## src/rtl/ts_record_serializer.sv

```systemverilog
// Packs timestamp records (id, start, end, delta) into a byte-wide AXI-Stream packet.
// Packet = MAGIC, seq, then RECS_PER_PKT records of 1 + 3*TS_W/8 bytes, multi-byte fields MSB first.
// First byte appears the cycle after a record is accepted; bytes advance only on m_tvalid && m_tready.
module ts_record_serializer #(
   parameter int          ID_W         = 4,
   parameter int          TS_W         = 64,
   parameter int          RECS_PER_PKT = 1,
   parameter logic [7:0]  MAGIC        = 8'h54
) (
   input  logic            clk,
   input  logic            rst,
   input  logic            in_valid,
   output logic            in_ready,
   input  logic [ID_W-1:0] in_id,
   input  logic [TS_W-1:0] in_start_ts,
   input  logic [TS_W-1:0] in_end_ts,
   input  logic [TS_W-1:0] in_delta,
   output logic [7:0]      m_tdata,
   output logic            m_tvalid,
   input  logic            m_tready,
   output logic            m_tlast,
   output logic [7:0]      seq_o
);

   localparam int TS_BYTES  = TS_W / 8;
   localparam int REC_BYTES = 1 + 3 * TS_BYTES;
   localparam int IDX_W     = $clog2(REC_BYTES);
   localparam logic [IDX_W-1:0] LAST_IDX = IDX_W'(REC_BYTES - 1);
   localparam logic [7:0]       LAST_REC = 8'(RECS_PER_PKT - 1);

   typedef enum logic [1:0] {IDLE, HDR, REC, WAIT} state_t;

   state_t           state;
   logic [IDX_W-1:0] idx;
   logic [IDX_W-1:0] idx_nxt;
   logic [7:0]       rec_cnt;
   logic [7:0]       hold    [REC_BYTES];
   logic [7:0]       new_rec [REC_BYTES];
   logic             accept;
   logic             xfer;

   // Upstream is only served when no byte of a record is pending on the output side.
   assign in_ready = !rst && (state == IDLE || state == WAIT);
   assign accept   = in_valid && in_ready;
   assign xfer     = m_tvalid && m_tready;
   assign idx_nxt  = idx + 1'b1;

   // Lay the incoming record out in transmit order so emission is a plain byte index.
   always_comb begin
      new_rec[0] = 8'(in_id);
      for (int b = 0; b < TS_BYTES; b++) begin
         new_rec[1 + b]              = in_start_ts[(TS_BYTES-1-b)*8 +: 8];
         new_rec[1 + TS_BYTES + b]   = in_end_ts[(TS_BYTES-1-b)*8 +: 8];
         new_rec[1 + 2*TS_BYTES + b] = in_delta[(TS_BYTES-1-b)*8 +: 8];
      end
   end

   // Packet FSM; all stream outputs are registered and only change on reset, accept or transfer.
   always_ff @(posedge clk) begin
      if (rst) begin
         state    <= IDLE;
         idx      <= '0;
         rec_cnt  <= '0;
         seq_o    <= '0;
         m_tdata  <= '0;
         m_tvalid <= 1'b0;
         m_tlast  <= 1'b0;
         hold     <= '{default: 8'h00};
      end else begin
         case (state)
            IDLE: begin
               if (accept) begin
                  hold     <= new_rec;
                  state    <= HDR;
                  idx      <= '0;
                  m_tvalid <= 1'b1;
                  m_tdata  <= MAGIC;
                  m_tlast  <= 1'b0;
               end
            end
            HDR: begin
               if (xfer) begin
                  if (idx == '0) begin
                     idx     <= idx_nxt;
                     m_tdata <= seq_o;
                  end else begin
                     state   <= REC;
                     idx     <= '0;
                     m_tdata <= hold[0];
                  end
               end
            end
            REC: begin
               if (xfer) begin
                  if (idx == LAST_IDX) begin
                     m_tvalid <= 1'b0;
                     m_tlast  <= 1'b0;
                     idx      <= '0;
                     if (rec_cnt == LAST_REC) begin
                        seq_o   <= seq_o + 8'd1;
                        rec_cnt <= '0;
                        state   <= IDLE;
                     end else begin
                        rec_cnt <= rec_cnt + 8'd1;
                        state   <= WAIT;
                     end
                  end else begin
                     idx     <= idx_nxt;
                     m_tdata <= hold[idx_nxt];
                     m_tlast <= (idx_nxt == LAST_IDX) && (rec_cnt == LAST_REC);
                  end
               end
            end
            WAIT: begin
               // The ID byte goes straight out while the rest lands in the holding register.
               if (accept) begin
                  hold     <= new_rec;
                  state    <= REC;
                  idx      <= '0;
                  m_tvalid <= 1'b1;
                  m_tdata  <= new_rec[0];
                  m_tlast  <= 1'b0;
               end
            end
            default: state <= IDLE;
         endcase
      end
   end

endmodule

```

## config.mk

```make
export PLATFORM = sky130hd
export DESIGN_NAME = ts_record_serializer
export DESIGN_NICKNAME = d
export VERILOG_FILES = /design/src/rtl/ts_record_serializer.sv
export SDC_FILE = /design/constraint.sdc
export NUM_CORES = 1
export LEC_CHECK = 0
export CAP_MARGIN = 20
export CORE_MARGIN = 3
export CORE_UTILIZATION = 33
export CTS_CLUSTER_DIAMETER = 30
export DETAILED_ROUTE_END_ITERATION = 8
export GPL_TIMING_DRIVEN = 0
export SYNTH_ARGS = -nofsm -noshare
export SYNTH_HDL_FRONTEND = slang
export SYNTH_SLANG_ARGS = --single-unit
```

## constraint.sdc

```tcl
create_clock -name clk -period 8 [get_ports clk]
set_input_delay 0.8 -clock clk [delete_from_list [all_inputs] [get_ports clk]]
set_output_delay 0.8 -clock clk [all_outputs]
set_load 0.03 [all_outputs]
```

==> impl_metrics.csv, run 1 <==
group,metric,value,unit
routing,drcViolationCount,0,
synth,synthArstFlopShare,0,
placed_design,port_buffers,217,
setup_path,reg2reg_to,"m_tdata[0]",
power_and_ir_drop,pwr-share-comb,0.181,
sta,worstMarginPinSlew,1094,ps
run,drv_cap,0,
routing,routed_via_density,4.968,
floorplan,die_h,187.2,µm
final_layout,area_growth,42.87,%
synth,synth_edf_count,0,
grt,grt_pass1_vias,10217,
routing,drt-met1-wl,16200,µm
cts,cts_buffer_depth,3,
worst_hold_path,hp-start,"hold[9]",
setup_path,crit_type,"in -> out",
floorplan,initial_core_util,0.3389,
sta,holdWs,468.6,ps
power_and_ir_drop,ir_worst_vdd,0.1358,mV
setup_path,cp_max_fo,10,
final_layout,fin_nets,1740,
sta,post-route-min-period,4074,ps
cts,clk_pin_slew_worst_paths,40,ps
setup_path,critPathRequiredTime,7200,ps
placed_design,dp_hpwl,27120,µm
setup_path,r2r_start,"idx[0]",
routing,firstDrtPassIters,5,
placed_design,gp_congestion,0.8850,
sta,final.period_utilization,0.5092,
sta,setup_tns,0,ps
final_layout,drive_above_1_share,0.1202,
synth,yosysMostFrequentCell,"nand2_1",
routing,drt_wl_total,36680,µm
final_layout,utilization,0.4841,
power_and_ir_drop,pwr-share-clk,0.507,
synth,synthCells,1258,
run_status,status,"finished, final reports clean",
grt,grt_usage,0.2042,
power_and_ir_drop,p_leak,5.589,nW
synth,synthTopCellsByArea,"dfxtp_1 42%, nand2b_1 11%, o21ai_0 9.7%",
power_and_ir_drop,switchingPower,1.262,mW
grt,grt-ovfl-total,0,
final_layout,num_antenna_cells,0,
synth,synth_seq_cells,229,
worst_hold_path,min_to,"hold[9]",
synth,syn_nets,1468,
cts,cts_sinks,229,
power_and_ir_drop,total_power,4.557,mW
routing,top_layer,"met4",
synth,yosysWarningCount,0,
cts,cts_resized,0,
cts,htree_levels,2,
sta,rsz0062_at_grt,"false",
synth,yosysTopAreaCell,"dfxtp_1",
routing,vias,9975,
sta,slew_headroom,0.2705,
sta,finalHoldViolCount,0,
worst_hold_path,hp-class,"reg -> reg",
setup_path,critPathLaunchType,"input port",
cts,tritoncts,"yes",
power_and_ir_drop,switching_share,0.2771,
sta,setup_violations,0,
grt,antenna_found_initial,0,
setup_path,endpoint_kind,"output pin",
cts,postCtsHoldBufs,0,
synth,syn_avg_cell_area,8.609,µm²
synth,synthesis.area,10830,µm²
sta,drv_slew,0,
routing,ant_nets,0,
floorplan,core,31960,µm²
cts,root_buffer,"clkbuf_16",
floorplan,die_area,35030,µm²
grt,grt_max_degree,14,
power_and_ir_drop,seqPwrFrac,0.312,
synth,synth_cell_type_count,70,
setup_path,cp.arrival,3270,ps
setup_path,r2r_setup_slack,4060,ps
synth,netlist_top_cells_count,"255 x nand2_1, 229 x dfxtp_1, 209 x o21ai_0",
floorplan,num_rows,65,
cts,cts_inserted_buffers,53,
cts,clk_latency,550,ps
routing,wl_met3,2392,µm
power_and_ir_drop,powerDensity,294.5,nW/µm²
routing,detail_route.wl_per_cell,18.26,µm
floorplan,io_pins,219,
worst_hold_path,hold_depth,2,
routing,met2_length,17250,µm
floorplan,die_w,187.2,µm
synth,seq_area_frac_synth,0.4233,
routing,drt_iter0_drc,703,
grt,grt_pass1_wl,56720,µm
synth,synth_top_area_frac,0.4233,
sta,clock.fmax,0.2455,GHz
cts,cts_setup_buffers,0,
setup_path,r2r_cells,12,
sta,fin_skew,22.43,ps
synth,ys.flop_type,"dfxtp_1",
power_and_ir_drop,p_int,3.294,mW
[power groups by stage]
stage               sequential (mW)  combinational, mW  clock, mW
global route                   1.44              0.911       2.39
floorplan                      1.42              0.487          0
global placement               1.43              0.816          0
CTS                            1.42              0.829       2.33
finish                         1.42              0.827       2.31
detailed placement             1.44              0.824          0
[per-layer routing]
layer / vias to the layer above / track usage
li1: 4848 / -
met5: - / 0
met2: 374 / 0.3385
met1: 4691 / 0.2724
met4: 0 / 0.05816
met3: 62 / 0.03804
[critical path: stages]
cell and delay [ps]:
buf_2 280, clkbuf_1 410, clkbuf_1 550, buf_1 520
nor2_1 90, clkdlybuf4s50_1 620
[area by class of cell]
type                            instances  area [µm²]
Buffer                                 96       455.4
Clock buffer                           66        1456
Tap cell                              435       544.3
Fill cell                            3037       16490
Sequential cell                       229        4584
Inverter                               11       41.29
Clock inverter                         32       470.5
Multi-Input combinational cell        922        5749
Timing Repair Buffer                  217        2172
[flip-flops by register name (all words and copies together), names as in the netlist]
| register | flops |
|---|---|
| hold | 196 |
| m_tdata | 8 |
| rec_cnt | 8 |
| seq_o | 8 |
| idx | 5 |
| state | 2 |
| m_tlast | 1 |
| m_tvalid | 1 |
[kinds of logic after synthesis]
family,Yosys count,synth area share
compound gates,279,0.1461
xor+xnor,18,0.01525
mux,51,0.09173
buf+inv,107,0.04586
simple gates,564,0.2662
fa+ha+maj,10,0.01155
flops,229,0.4233
[how the worst max path moves through the flow]
stage	from	to	cells after the start
6_report	rst	in_ready	6
5_1_grt	rst	in_ready	6
4_1_cts	rst	in_ready	6
3_5_place_dp	rst	in_ready	6
3_3_place_gp	rst	in_ready	6
2_1_floorplan	rst	in_ready	5
[per-stage QoR]
stage	instance area, µm²	instances	setup slack (ps)
after detailed placement	13550	1910	3992
final	15470	2008	3926
after floorplan	10830	1258	5234
after global placement	13550	1910	3999
after CTS	15470	2008	3984
after global routing	15470	2008	3830
[layout by cell type (no fill, tap or decap), drive strengths merged, types with 12 or more instances in the layout]
master	Yosys	routed
o21ai	211	211
inv	11	15
dfxtp	229	229
nand2b	198	198
clkbuf	59	125
mux4	38	38
xor2	12	12
buf	37	37
nor2	31	31
clkinv	0	12
clkdlybuf4s50	0	217
nand2	257	257
nand3	36	36
a21oi	16	16
Note: power is estimated with default switching activity, not from simulation.
==> run 2: changes to the inputs <==
Clock period 8 ns to 3.7 ns, I/O delays scaled along.
==> run 2 against run 1 <==
Compared with the run above:
- the run now ends with DRC left
- via count barely moved
- first-iteration DRC count fell by 0.71%
- non-clock buffer count did not move
- power rose by 120%
- count of clock-buffer cells in the layout did not move
- final cell count did not move
- sequential power rose by 120%
- routed wire length barely moved
- sequential cell count did not move
- sequential share of layout area barely moved
- core utilization barely moved
- largest power group unchanged
==> impl_metrics.csv, run 2 (synthesis gave the netlist of run 1 again) <==
group,metric,value,unit
sta,final.period_utilization,0.9558,
sta,setup_violations,0,
placed_design,dp_slack,-196.8,ps
power_and_ir_drop,p_int,7.122,mW
routing,drcViolationCount,1,
power_and_ir_drop,pwr-share-comb,0.181,
setup_path,critPathLaunchType,"flip-flop",
power_and_ir_drop,switching_share,0.2771,
floorplan,io_pins,219,
worst_hold_path,hp-class,"in -> reg",
setup_path,endpoint_kind,"flip-flop",
grt,grt_max_degree,14,
cts,cts_setup_buffers,0,
run_status,violations,"DRC",
final_layout,seq_area,4584,µm²
final_layout,multiInputGateArea,5749,µm²
routing,vias,9977,
final_layout,mostFrequentLayoutCell,"nand2_1",
power_and_ir_drop,ir_worst_vdd,0.2938,mV
grt,grt_usage,0.2040,
sta,rsz0062_at_grt,"false",
cts,clk_latency,550,ps
cts,htree_levels,2,
sta,fin_skew,23.16,ps
grt,grt-ovfl-total,0,
sta,clock.fmax,0.2828,GHz
cts,clk_pin_slew_worst_paths,50,ps
cts,root_buffer,"clkbuf_16",
cts,cts_buffer_depth,3,
setup_path,crit_type,"reg -> reg",
floorplan,initial_core_util,0.3389,
floorplan,num_rows,65,
floorplan,die_area,35030,µm²
placed_design,post_dp_cell_area,13550,µm²
routing,drt_wl_total,36660,µm
placed_design,dp_hpwl,27120,µm
power_and_ir_drop,p_leak,5.596,nW
sta,setup_ws,163.7,ps
setup_path,cp.arrival,3980,ps
final_layout,fill_cells,3038,
power_and_ir_drop,powerDensity,636.6,nW/µm²
grt,grt_pass1_wl,56680,µm
routing,ant_nets,0,
cts,postCtsHoldBufs,0,
routing,drt_iter0_drc,698,
sta,finalHoldViolCount,0,
routing,detail_route.wl_per_cell,18.26,µm
floorplan,core,31960,µm²
grt,grt_pass1_vias,10219,
final_layout,fin_area,15480,µm²
floorplan,die_w,187.2,µm
sta,post-route-min-period,3536,ps
setup_path,cp_max_fo,10,
placed_design,port_buffers,217,
final_layout,largest_reg_flops,196,
run_status,status,"finished, violations left",
sta,slew_headroom,0.4318,
power_and_ir_drop,pwr-share-clk,0.507,
sta,worstMarginPinSlew,849.4,ps
placed_design,gp_congestion,0.8850,
power_and_ir_drop,switchingPower,2.729,mW
final_layout,area_growth,42.90,%
final_layout,drive_above_1_share,0.1214,
power_and_ir_drop,seqPwrFrac,0.312,
final_layout,regMostFlops,"hold",
power_and_ir_drop,total_power,9.852,mW
sta,drv_slew,0,
final_layout,final_cell_mix,"255 x nand2_1, 229 x dfxtp_1, 217 x clkdlybuf4s50_1",
run,drv_cap,0,
cts,tritoncts,"yes",
routing,routed_via_density,4.969,
setup_path,critPathRequiredTime,4140,ps
grt,antenna_found_initial,0,
routing,firstDrtPassIters,9,
cts,cts_inserted_buffers,53,
final_layout,num_antenna_cells,0,
final_layout,fin_nets,1740,
floorplan,die_h,187.2,µm
cts,cts_sinks,229,
sta,holdWs,380.8,ps
==> run 2: stage by stage <==
step	TNS, ps	utilization	cells
2_1_floorplan	0	-	1258
3_3_place_gp	-1051	0.4238	1910
3_5_place_dp	-619.3	0.4238	1910
4_1_cts	0	0.4842	2008
5_1_grt	0	0.4842	2008
6_report	0	0.4842	2008
==> run 2: worst paths after layout <==
| check | startpoint | endpoint | slack, ps | depth (start not counted) |
|---|---|---|---|---|
| worst max register to register | idx[0] | m_tdata[0] | 160 | 12 |
| worst min-delay path | in_start_ts[22] | hold[150] | 380 | 3 |
| worst min register to register | hold[117] | hold[117] | 470 | 2 |
| worst max-delay path | idx[0] | m_tdata[0] | 160 | 12 |
==> run 2: layout make-up <==
cell class,instances,area share
clock buffers,66,0.09411
well taps,435,0.03517
multi-input cells,922,0.3715
repair buffers,217,0.1404
inverters,11,0.002668
flip-flops and latches,229,0.2962
clock inverters,32,0.03040
plain buffers,96,0.02959
==> run 2: what timing repair did <==
item / CTS / global route
resized for setup: 2 / 0
setup endpoints to repair: 8 / 0
endpoints found under the hold margin: 0 / 0
==> run 2: critical path: stages (launching register included) <==
cell and delay [ps]:
dfxtp_1 370, buf_4 190, buf_6 210, buf_6 250
inv_1 150, ha_1 350, buf_4 250, clkbuf_2 440
mux4_2 300, inv_1 80, o21ai_0 320, nand3_1 220
a221oi_1 270
==> run 2: routing by layer <==
layer / up-vias / GRT usage / part of all wire
li1: 4857 / - / -
met1: 4698 / 0.2711 / 0.45
met2: 359 / 0.3385 / 0.47
met5: - / 0 / 0
met4: 0 / 0.05990 / 0.024
met3: 63 / 0.03804 / 0.061
==> run 2: power by group through the flow <==
| stage | logic (mW) | registers (mW) | clock network (mW) |
|---|---|---|---|
| 6_report | 1.79 | 3.07 | 4.99 |
| 5_1_grt | 1.97 | 3.11 | 5.18 |
| 4_1_cts | 1.79 | 3.07 | 5.05 |
| 3_5_place_dp | 1.78 | 3.11 | 0 |
| 3_3_place_gp | 1.76 | 3.10 | 0 |
| 2_1_floorplan | 1.05 | 3.07 | 0 |
==> run 3: changes to the inputs <==
Settings changed: SKIP_LAST_GASP set to 1.
==> results of run 3 <==
Same layout as run 2: the final DEF is identical, and so are final timing and power.
